$ cat src/rtl/ft245_pkg.sv
// Shared FSM encoding and default timing for the FT245 synchronous-FIFO bridge.
package ft245_pkg;

    localparam int RD_PULSE_DEF = 4;
    localparam int WR_PULSE_DEF = 4;
    localparam int RECOVER_DEF  = 2;

    typedef enum logic [2:0] {
        IDLE,
        RD_STROBE,
        WR_SETUP,
        WR_STROBE,
        WR_HOLD,
        RECOVER
    } state_e;

    function automatic int max3(input int a, input int b, input int c);
        int m;
        m = (a > b) ? a : b;
        return (m > c) ? m : c;
    endfunction

endpackage

$ cat src/rtl/ft245_bridge_if.sv
// SOC byte streams plus FT245 pin-side bus, bundled for the bridge.
interface ft245_bridge_if;
    logic [7:0] tx_data;
    logic       tx_valid;
    logic       tx_ready;
    logic [7:0] rx_data;
    logic       rx_valid;
    logic       rx_ready;
    logic       pin_txe_n;
    logic       pin_rxf_n;
    logic [7:0] pin_din;
    logic [7:0] pin_dout;
    logic       pin_oe;
    logic       pin_rd;
    logic       pin_wr;

    modport slave (
        input  tx_data, tx_valid, rx_ready, pin_txe_n, pin_rxf_n, pin_din,
        output tx_ready, rx_data, rx_valid, pin_dout, pin_oe, pin_rd, pin_wr
    );

    modport master (
        output tx_data, tx_valid, rx_ready, pin_txe_n, pin_rxf_n, pin_din,
        input  tx_ready, rx_data, rx_valid, pin_dout, pin_oe, pin_rd, pin_wr
    );
endinterface

$ cat src/rtl/byte_fifo.sv
// Small byte FIFO: show-ahead head, overflow/underflow requests dropped.
module byte_fifo #(
    parameter int DEPTH = 4
) (
    input  logic       clk,
    input  logic       reset,
    input  logic       push_i,
    input  logic [7:0] din_i,
    input  logic       pop_i,
    output logic [7:0] dout_o,
    output logic       full_o,
    output logic       empty_o
);
    localparam int AW = $clog2(DEPTH);
    localparam int CW = AW + 1;

    logic [7:0]    mem_q [DEPTH];
    logic [AW-1:0] wr_ptr_q, rd_ptr_q;
    logic [CW-1:0] count_q;
    logic          do_push, do_pop;

    assign full_o  = (count_q == CW'(DEPTH));
    assign empty_o = (count_q == '0);
    assign do_push = push_i && !full_o;
    assign do_pop  = pop_i && !empty_o;
    assign dout_o  = mem_q[rd_ptr_q];

    // DEPTH is a power of two, so pointer overflow is the modulo wrap.
    always_ff @(posedge clk) begin
        if (reset) begin
            wr_ptr_q <= '0;
            rd_ptr_q <= '0;
            count_q  <= '0;
        end else begin
            if (do_push) wr_ptr_q <= wr_ptr_q + AW'(1);
            if (do_pop)  rd_ptr_q <= rd_ptr_q + AW'(1);
            count_q <= count_q + CW'(do_push) - CW'(do_pop);
        end
    end

    always_ff @(posedge clk) begin
        if (do_push) mem_q[wr_ptr_q] <= din_i;
    end
endmodule

$ cat src/rtl/ft245_bridge.sv
// FT245 bridge: round-robin read/write strobe sequencer between SOC FIFOs and host pins.
module ft245_bridge #(
    parameter int RD_PULSE = ft245_pkg::RD_PULSE_DEF,
    parameter int WR_PULSE = ft245_pkg::WR_PULSE_DEF,
    parameter int RECOVER  = ft245_pkg::RECOVER_DEF,
    parameter int DEPTH    = 4
) (
    input logic           clk,
    input logic           reset,
    ft245_bridge_if.slave bus
);
    import ft245_pkg::state_e;
    import ft245_pkg::IDLE;
    import ft245_pkg::RD_STROBE;
    import ft245_pkg::WR_SETUP;
    import ft245_pkg::WR_STROBE;
    import ft245_pkg::WR_HOLD;
    import ft245_pkg::max3;

    localparam int CNT_W = $clog2(max3(RD_PULSE, WR_PULSE, RECOVER)) + 1;

    state_e             state_q, state_d;
    logic [CNT_W-1:0]   cnt_q, cnt_d;
    logic               last_wr_q, last_wr_d;

    logic [7:0] tx_head;
    logic       tx_full, tx_empty, tx_pop;
    logic       rx_full, rx_empty, rx_push;
    logic       rd_req, wr_req;
    logic       rd_last, wr_last, rec_last;

    assign rd_req   = !bus.pin_rxf_n && !rx_full;
    assign wr_req   = !bus.pin_txe_n && !tx_empty;
    assign rd_last  = (cnt_q == CNT_W'(RD_PULSE - 1));
    assign wr_last  = (cnt_q == CNT_W'(WR_PULSE - 1));
    assign rec_last = (cnt_q == CNT_W'(RECOVER - 1));

    byte_fifo #(.DEPTH(DEPTH)) u_tx_fifo (
        .clk(clk), .reset(reset),
        .push_i(bus.tx_valid && bus.tx_ready), .din_i(bus.tx_data),
        .pop_i(tx_pop), .dout_o(tx_head), .full_o(tx_full), .empty_o(tx_empty)
    );

    byte_fifo #(.DEPTH(DEPTH)) u_rx_fifo (
        .clk(clk), .reset(reset),
        .push_i(rx_push), .din_i(bus.pin_din),
        .pop_i(bus.rx_valid && bus.rx_ready), .dout_o(bus.rx_data),
        .full_o(rx_full), .empty_o(rx_empty)
    );

    assign bus.tx_ready = !tx_full;
    assign bus.rx_valid = !rx_empty;

    always_ff @(posedge clk) begin
        if (reset) begin
            state_q   <= IDLE;
            cnt_q     <= '0;
            last_wr_q <= 1'b1;
        end else begin
            state_q   <= state_d;
            cnt_q     <= cnt_d;
            last_wr_q <= last_wr_d;
        end
    end

    always_comb begin
        state_d   = state_q;
        cnt_d     = '0;
        last_wr_d = last_wr_q;
        case (state_q)
            IDLE: begin
                // On a tie, serve whichever direction went last time's opposite.
                if (rd_req && (!wr_req || last_wr_q)) begin
                    state_d   = RD_STROBE;
                    last_wr_d = 1'b0;
                end else if (wr_req) begin
                    state_d   = WR_SETUP;
                    last_wr_d = 1'b1;
                end
            end
            RD_STROBE: begin
                if (rd_last) state_d = ft245_pkg::RECOVER;
                else         cnt_d   = cnt_q + CNT_W'(1);
            end
            WR_SETUP:  state_d = WR_STROBE;
            WR_STROBE: begin
                if (wr_last) state_d = WR_HOLD;
                else         cnt_d   = cnt_q + CNT_W'(1);
            end
            WR_HOLD:   state_d = ft245_pkg::RECOVER;
            ft245_pkg::RECOVER: begin
                if (rec_last) state_d = IDLE;
                else          cnt_d   = cnt_q + CNT_W'(1);
            end
            default:   state_d = IDLE;
        endcase
    end

    always_comb begin
        bus.pin_rd   = (state_q == RD_STROBE);
        bus.pin_wr   = (state_q == WR_STROBE);
        bus.pin_oe   = (state_q == WR_SETUP) || (state_q == WR_STROBE) || (state_q == WR_HOLD);
        bus.pin_dout = bus.pin_oe ? tx_head : 8'h00;
        rx_push      = (state_q == RD_STROBE) && rd_last;
        tx_pop       = (state_q == WR_HOLD);
    end
endmodule

$ cat src/flat_wrapper.sv
// flat-port wrapper written by rule: the top's interface ports become plain ports
module ft245_bridge_flat import ft245_pkg::state_e; import ft245_pkg::IDLE; import ft245_pkg::RD_STROBE; import ft245_pkg::WR_SETUP; import ft245_pkg::WR_STROBE; import ft245_pkg::WR_HOLD; import ft245_pkg::max3;
#(
    parameter int RD_PULSE = ft245_pkg::RD_PULSE_DEF,
    parameter int WR_PULSE = ft245_pkg::WR_PULSE_DEF,
    parameter int RECOVER  = ft245_pkg::RECOVER_DEF,
    parameter int DEPTH    = 4
)
  (clk, reset, bus_tx_data, bus_tx_valid, bus_rx_ready, bus_pin_txe_n, bus_pin_rxf_n, bus_pin_din, bus_tx_ready, bus_rx_data, bus_rx_valid, bus_pin_dout, bus_pin_oe, bus_pin_rd, bus_pin_wr);
  ft245_bridge_if bus_i ();
  input logic clk;
  input logic reset;
  input wire logic [$bits(bus_i.tx_data)-1:0] bus_tx_data;
  input wire logic [$bits(bus_i.tx_valid)-1:0] bus_tx_valid;
  input wire logic [$bits(bus_i.rx_ready)-1:0] bus_rx_ready;
  input wire logic [$bits(bus_i.pin_txe_n)-1:0] bus_pin_txe_n;
  input wire logic [$bits(bus_i.pin_rxf_n)-1:0] bus_pin_rxf_n;
  input wire logic [$bits(bus_i.pin_din)-1:0] bus_pin_din;
  output wire logic [$bits(bus_i.tx_ready)-1:0] bus_tx_ready;
  output wire logic [$bits(bus_i.rx_data)-1:0] bus_rx_data;
  output wire logic [$bits(bus_i.rx_valid)-1:0] bus_rx_valid;
  output wire logic [$bits(bus_i.pin_dout)-1:0] bus_pin_dout;
  output wire logic [$bits(bus_i.pin_oe)-1:0] bus_pin_oe;
  output wire logic [$bits(bus_i.pin_rd)-1:0] bus_pin_rd;
  output wire logic [$bits(bus_i.pin_wr)-1:0] bus_pin_wr;
  assign bus_i.tx_data = bus_tx_data;
  assign bus_i.tx_valid = bus_tx_valid;
  assign bus_i.rx_ready = bus_rx_ready;
  assign bus_i.pin_txe_n = bus_pin_txe_n;
  assign bus_i.pin_rxf_n = bus_pin_rxf_n;
  assign bus_i.pin_din = bus_pin_din;
  assign bus_tx_ready = bus_i.tx_ready;
  assign bus_rx_data = bus_i.rx_data;
  assign bus_rx_valid = bus_i.rx_valid;
  assign bus_pin_dout = bus_i.pin_dout;
  assign bus_pin_oe = bus_i.pin_oe;
  assign bus_pin_rd = bus_i.pin_rd;
  assign bus_pin_wr = bus_i.pin_wr;
  ft245_bridge #(.RD_PULSE(RD_PULSE), .WR_PULSE(WR_PULSE), .RECOVER(RECOVER), .DEPTH(DEPTH)) u_core (.clk(clk), .reset(reset), .bus(bus_i));
endmodule
$ cat config.mk
export PLATFORM = sky130hd
export DESIGN_NAME = ft245_bridge_flat
export DESIGN_NICKNAME = d
export VERILOG_FILES = /design/src/rtl/ft245_pkg.sv /design/src/rtl/ft245_bridge_if.sv /design/src/rtl/byte_fifo.sv /design/src/rtl/ft245_bridge.sv /design/src/flat_wrapper.sv
export SDC_FILE = /design/constraint.sdc
export NUM_CORES = 1
export LEC_CHECK = 0
export CAP_MARGIN = 20
export CELL_PAD_IN_SITES_DETAIL_PLACEMENT = 1
export CELL_PAD_IN_SITES_GLOBAL_PLACEMENT = 1
export CORE_ASPECT_RATIO = 0.6
export CORE_MARGIN = 3
export CORE_UTILIZATION = 30
export CTS_CLUSTER_SIZE = 8
export DETAILED_ROUTE_END_ITERATION = 10
export GPL_ROUTABILITY_DRIVEN = 0
export PLACE_DENSITY = 0.57
export SYNTH_ARGS = -nofsm -noshare
export SYNTH_HDL_FRONTEND = slang
export SYNTH_SLANG_ARGS = --single-unit
$ cat constraint.sdc
create_clock -name clk -period 5.7 [get_ports clk]
set_input_delay 1.14 -clock clk [delete_from_list [all_inputs] [get_ports clk]]
set_output_delay 1.14 -clock clk [all_outputs]
set_load 0.02 [all_outputs]
# Word-level counts from Yosys, hierarchy flattened
# Memories as Yosys holds them, arrays and structs flattened. A register that Yosys moved wholly into a read port is not among the register bits.
# Cells that the tools add are included.
# word_totals
output_inout_bits	21
wordCells	80
mem_count	2
input_bits	22
mem_bits_rw	64
ff_bits	21
# mem_list
name	depth	word_bits	read_ports	rd_ports_with_merged_regs	write_ports	line	rtl
u_core.u_rx_fifo.mem_q	4	8	1	1	1	byte_fifo.sv:17	logic [7:0] mem_q [DEPTH];
u_core.u_tx_fifo.mem_q	4	8	1	1	1	byte_fifo.sv:17	
# classes
n_addsub	9
n_eq_ne	13
n_mux	20
n_reduce_logical	27
# op_table
operator	count
2-to-1 mux 3 bit	7
case mux 3 bit (6 select lines)	1
== test 3 bit, second input constant	4
logical AND 1 bit	10
== test 3 x 2 -> 1 bit, second input constant	3
zero test 3 bit	3
adder 2 x 1 -> 2 bit, second input constant	4
2-to-1 mux 2 bit	4
2-to-1 mux 8 bit	1
zero test 1 bit	7
adder 3 x 1 -> 3 bit	2
== test 3 x 1 -> 1 bit, second input constant	2
2-to-1 mux 1 bit	6
!= test 2 x 1 -> 1 bit, second input constant	3
case mux 3 bit (2 select lines)	1
subtractor 3 x 1 -> 3 bit	2
AND reduction 4 bit	1
adder 3 x 1 -> 3 bit, second input constant	1
logical OR 1 bit	3
!= test 3 x 1 -> 1 bit, second input constant	1
AND reduction 2 bit	1
nonzero test 2 bit	1
OR reduction 2 bit	1

# Logic depth before layout (Yosys ltp)
# logic_depth
word_depth	8
mapped_depth	13
depth_no_buf	13

# By module
# A second synthesis with hierarchy kept.
# unflattened
hier_cells	254
area_unflattened_um2	3883.7
# by_module_without_submodules
module	cells_per_inst	n_inst	area_each_um2	seq_area_each_um2
byte_fifo	93	2	1634.1	1141.1
ft245_bridge	68	1	615.6	140.1

# Worst setup path after synthesis
# Ideal clock, no wire load.
# synth_path
path_type	in2reg
start	in bus_tx_valid
end	reg u_core.u_tx_fifo.count_q[2]
setup_slack_ns	3.043
setup_ns	0.128
required_time_ns	5.572
arrival_ns	2.530
n_path_buf	0
path_stages	10
path_cell_list	and2_1 inv_1 ha_1 inv_1 ha_1 inv_1 fa_1 xor2_1 xnor2_1 nor2_1
# synth_via
elab_chain_cells	4
# synth_lines
element	line	rtl
start, declared	flat_wrapper.sv:14	input wire logic [$bits(bus_i.tx_valid)-1:0] bus_tx_valid;
logical AND 1 bit	ft245_bridge.sv:40	.push_i(bus.tx_valid && bus.tx_ready), .din_i(bus.tx_data),
logical AND 1 bit	byte_fifo.sv:24	assign do_push = push_i && !full_o;
adder 3 x 1 -> 3 bit	byte_fifo.sv:37	count_q <= count_q + CW'(do_push) - CW'(do_pop);
subtractor 3 x 1 -> 3 bit	byte_fifo.sv:37	
end signal, assigned	byte_fifo.sv:37	
end, declared	byte_fifo.sv:19	logic [CW-1:0] count_q;
# Every way passes these cells.
# A chain may end at the register's enable or synchronous reset.

# Worst setup path after layout
# layout_path
start	reg u_core.state_q[2]
end	out bus_pin_dout[2]
# layout_via
elab_chain_cells	4
word_cells_on_any_way	6
classes_between	eq/ne: 3; mux: 1; reduce/logical: 2
# layout_lines
element	line	rtl
start, declared	ft245_bridge.sv:22	state_e state_q, state_d;
start signal, assigned	ft245_bridge.sv:60	state_q <= state_d;
== test 3 x 2 -> 1 bit	ft245_bridge.sv:102	bus.pin_oe = (state_q == WR_SETUP) || (state_q == WR_STROBE) || (state_q == WR_HOLD);
logical OR 1 bit	ft245_bridge.sv:102	
logical OR 1 bit *	ft245_bridge.sv:102	
2-to-1 mux 8 bit *	ft245_bridge.sv:103	bus.pin_dout = bus.pin_oe ? tx_head : 8'h00;
end, declared	flat_wrapper.sv:22	output wire logic [$bits(bus_i.pin_dout)-1:0] bus_pin_dout;
# Every way passes the cells marked *; elsewhere a longest branch is shown, timed or not.

==> summary.txt <==
Status
  • Outcome: completed

Final layout
  • Fraction of layout cells with a size suffix above 1: 0.124
  • P&R area growth vs syn: 23.0%
  • Most frequent cells in the layout: edfxtp_1, clkdlybuf4s50_1, dfxtp_1, nor2_1, ha_1
  • Utilization after layout: 0.393
  • Most common cell after layout, fill and taps aside: edfxtp_1
  • Layout Cells excl Fill: 450
  • ANT cells: 0
  • Layout net count: 327

Critical path
  • Largest fanout on the critical path: 19
  • CP cell instances: mux2i_1 -> nor2b_1 -> clkdlybuf4s50_1
  • Delay-heaviest family, CP: multiplexers
  • RR Endpoint: u_core.u_rx_fifo.count_q[2]$_SDFF_PP0_
  • Crit path from: u_core.state_q[2]$_SDFFE_PP0P_
  • Crit path max-delay cell type: mux2i_1
  • Reg2Reg Setup Slack: 2.87 ns
  • Critical Path Source Type: flip-flop
  • Largest incremental delay on the critical path: 0.79 ns
  • Bufs and invs on worst path: 1
  • CP Data Arrival Time: 2.60 ns
  • Endpoint type of the worst setup path: output pin
  • Worst r2r src: u_core.cnt_q[0]$_SDFF_PP0_
  • Worst Reg2Reg Path Length in Cells: 13
  • Required @ worst endpoint: 4.56 ns
  • Crit Path Class: flip-flop to output pin

Logic synthesis
  • Synthesis-stage register bit count: 89
  • Synth warn: 0
  • Post-Syn Instances: about 240
  • Synth Flop Type: edfxtp_1
  • Number of synthesized flops with an enable pin: 64
  • Synthesized area per cell: 15.5 um^2
  • Async set-reset flop share out of synthesis: 0
  • Mapped Area: 3760 um^2
  • Register area share after synthesis: 0.645
  • Synth cell types: 39
  • Mapped Nets: 284

Die
  • FP Rows: 30
  • # IOs: 43
  • Die X: approximately 150 um
  • Core area: 11700 um^2
  • Effective utilization at floorplan: 0.320
  • Die area: 13900 um^2
  • Die height: 92.7 um

Min path
  • Min-delay worst type: flip-flop to flip-flop
  • Min-Delay Endpoint: u_core.u_tx_fifo.wr_ptr_q[1]$_SDFFE_PP0P_
  • Hold Path Origin: u_core.u_tx_fifo.wr_ptr_q[1]$_SDFFE_PP0P_
  • Worst Hold Depth: 2

Placement
  • I/O Buffers: between 40 and 50
  • Dpl cells: approximately 440
  • Setup WS pre-CTS: 2.22 ns
  • DP HPWL: approximately 5000 um

Clock tree
  • Clk slew on worst S/H paths: 0.06 ns
  • Setup bufs post-CTS: 0
  • Later-pin clock latency in the skew report: ~0.33 ns
  • CTS H-tree depth: 3
  • Post-cts resize count: 0
  • CTS root buf: clkbuf_16
  • TritonCTS buffer count: 9
  • Hold_buf cts: 0
  • CTS tree: done
  • Clock tree sinks: 89
  • Clock buffer depth: 2

STA
  • Clock skew: 0.00479 ns
  • Final setup fails: 0
  • Final Critical Period: roughly 3.7 ns
  • Pins Over Slew Limit: 0
  • Fin Setup TNS: 0 ns
  • Worst rel slew slack: 0.423
  • Fin. Hold Viols: 0
  • Fmax: around 270 MHz
  • Tcrit/Tclk final: 0.657
  • PnR worst setup slack: 1.96 ns
  • Tightest Pin Transition: approximately 0.84 ns
  • RSZ-0062 raised after global routing: no

Drt
  • # DRC: 0
  • DR WL/cell: 15.4 um
  • Total number of vias: 1988
  • DR pass1 iterations: 4
  • Number of vias per cell: 4.42
  • Routed wire length: roughly 6900 um
  • DR iter-0 viols: between 90 and 100
  • Post-route ant nets: 0

Global routing
  • First-pass GRT wire length: about 11000 um
  • Vias in the first global route: 2094
  • Grt ovf: 0
  • Met1 global-route usage: 0.156
  • Antenna violations before repair: 0
  • Largest net degree at the start of global routing: 22
  • Met3 usage: 0.0504
  • Most used routing layer: met1
  • GRT Total Usage: 0.110
  • GR Util met2: 0.148

Power
  • VDD IR max: 0.000150 V
  • Power Internal: ~1.3 mW
  • Gate power share: 0.208
  • Register share of total power: 0.465
  • Static Leakage: about 1.6 nW
  • Switching part of the total: 0.269
  • Sw power: 474 uW
  • Power Dens Cells: between 300 and 400 nW/um^2
  • Clock power share: 0.327

Flow run
  • Max-cap violations: 0
power groups by stage:
stage	Clock [mW]	Sequential [mW]	Combinational, mW
after floorplan	0	0.796	0.275
after global placement	0	0.835	0.372
after detailed placement	0	0.836	0.373
after CTS	0.594	0.822	0.377
after global routing	0.624	0.832	0.412
final	0.576	0.819	0.368
cell type report:
class,instances,area (um^2)
sequential,89,2420
multi-input combinational,129,1230
fill,1185,7130
timing repair buffer,42,420
tap,160,200
inverter,15,56.3
clock buffer,9,225
clock inverter,6,67.6
worst max-delay path by stage:
stage,end,cells after the start
after floorplan,u_core.u_tx_fifo.count_q[2]$_SDFF_PP0_,10
after global placement,bus_pin_dout[1],3
after detailed placement,bus_pin_dout[2],3
after CTS,bus_pin_dout[2],3
after global routing,bus_pin_dout[2],3
final,bus_pin_dout[2],3
flip-flops by register name, indices dropped and copies added (netlist names), named ones only:
signal	count
u_core.u_tx_fifo.mem_q	32
u_core.u_tx_fifo.rd_ptr_q	2
u_core.cnt_q	3
u_core.u_rx_fifo.mem_q	32
u_core.u_tx_fifo.count_q	3
u_core.u_tx_fifo.wr_ptr_q	2
u_core.last_wr_q	1
u_core.u_rx_fifo.count_q	3
u_core.u_rx_fifo.rd_ptr_q	2
u_core.u_rx_fifo.wr_ptr_q	2
u_core.state_q	3
Yosys cell counts, types with 2 or more instances:
cell      number  area [um^2]
nor2b_1       12         75.1
xor2_1         4         35.0
ha_1          17          213
edfxtp_1      64         1920
a211oi_1       2         15.0
mux4_2        16          360
and3_1         5         31.3
inv_1         15         56.3
dfxtp_1       25          500
and2_1         5         31.3
fa_1           2         40.0
buf_1          2         7.51
xnor2_1        6         52.6
nor4_1         2         12.5
mux2i_1        4         40.0
a21oi_1        5         25.0
buf_2          4         20.0
clkbuf_1       2         7.51
nor2_1        24         90.1
nand2_1        5         18.8
or3_1          2         12.5
nand2b_1       3         18.8
through the flow:
stage                     instance area [um^2]  hold WS [ns]  total power [mW]
after global routing                      4620         0.538              1.87
after CTS                                 4620         0.506              1.79
after floorplan                           3760         0.455              1.07
after detailed placement                  4330         0.497              1.21
after global placement                    4330         0.486              1.21
final                                     4620         0.502              1.76
logic make-up after synthesis:
| family | synth area share |
|---|---|
| AOI/OAI and AO/OA | 0.0250 |
| xor gates and xnor gates | 0.0233 |
| adders and majority gates | 0.0673 |
| buffers and inverters | 0.0286 |
| DFF | 0.645 |
| muxes | 0.107 |
| and+or+nand+nor | 0.104 |
worst register-to-register path, stage by stage, from the launching register on:
cell and delay [ns]:
dfxtp_1 0.40, ha_1 0.20, ha_1 0.21, nand2_1 0.12, nor4_4 0.34, inv_1 0.12
ha_1 0.30, inv_1 0.06, ha_1 0.13, inv_1 0.05, fa_1 0.40, xor2_1 0.18
xnor2_1 0.14, nor2_1 0.05
layer usage:
layer / routed length [um] / part of all wire
met5: 0 / 0
met3: 352 / 0.051
met1: 3630 / 0.52
met2: 2870 / 0.41
met4: 75 / 0.011
Note: power is estimated with default switching activity, not from simulation.
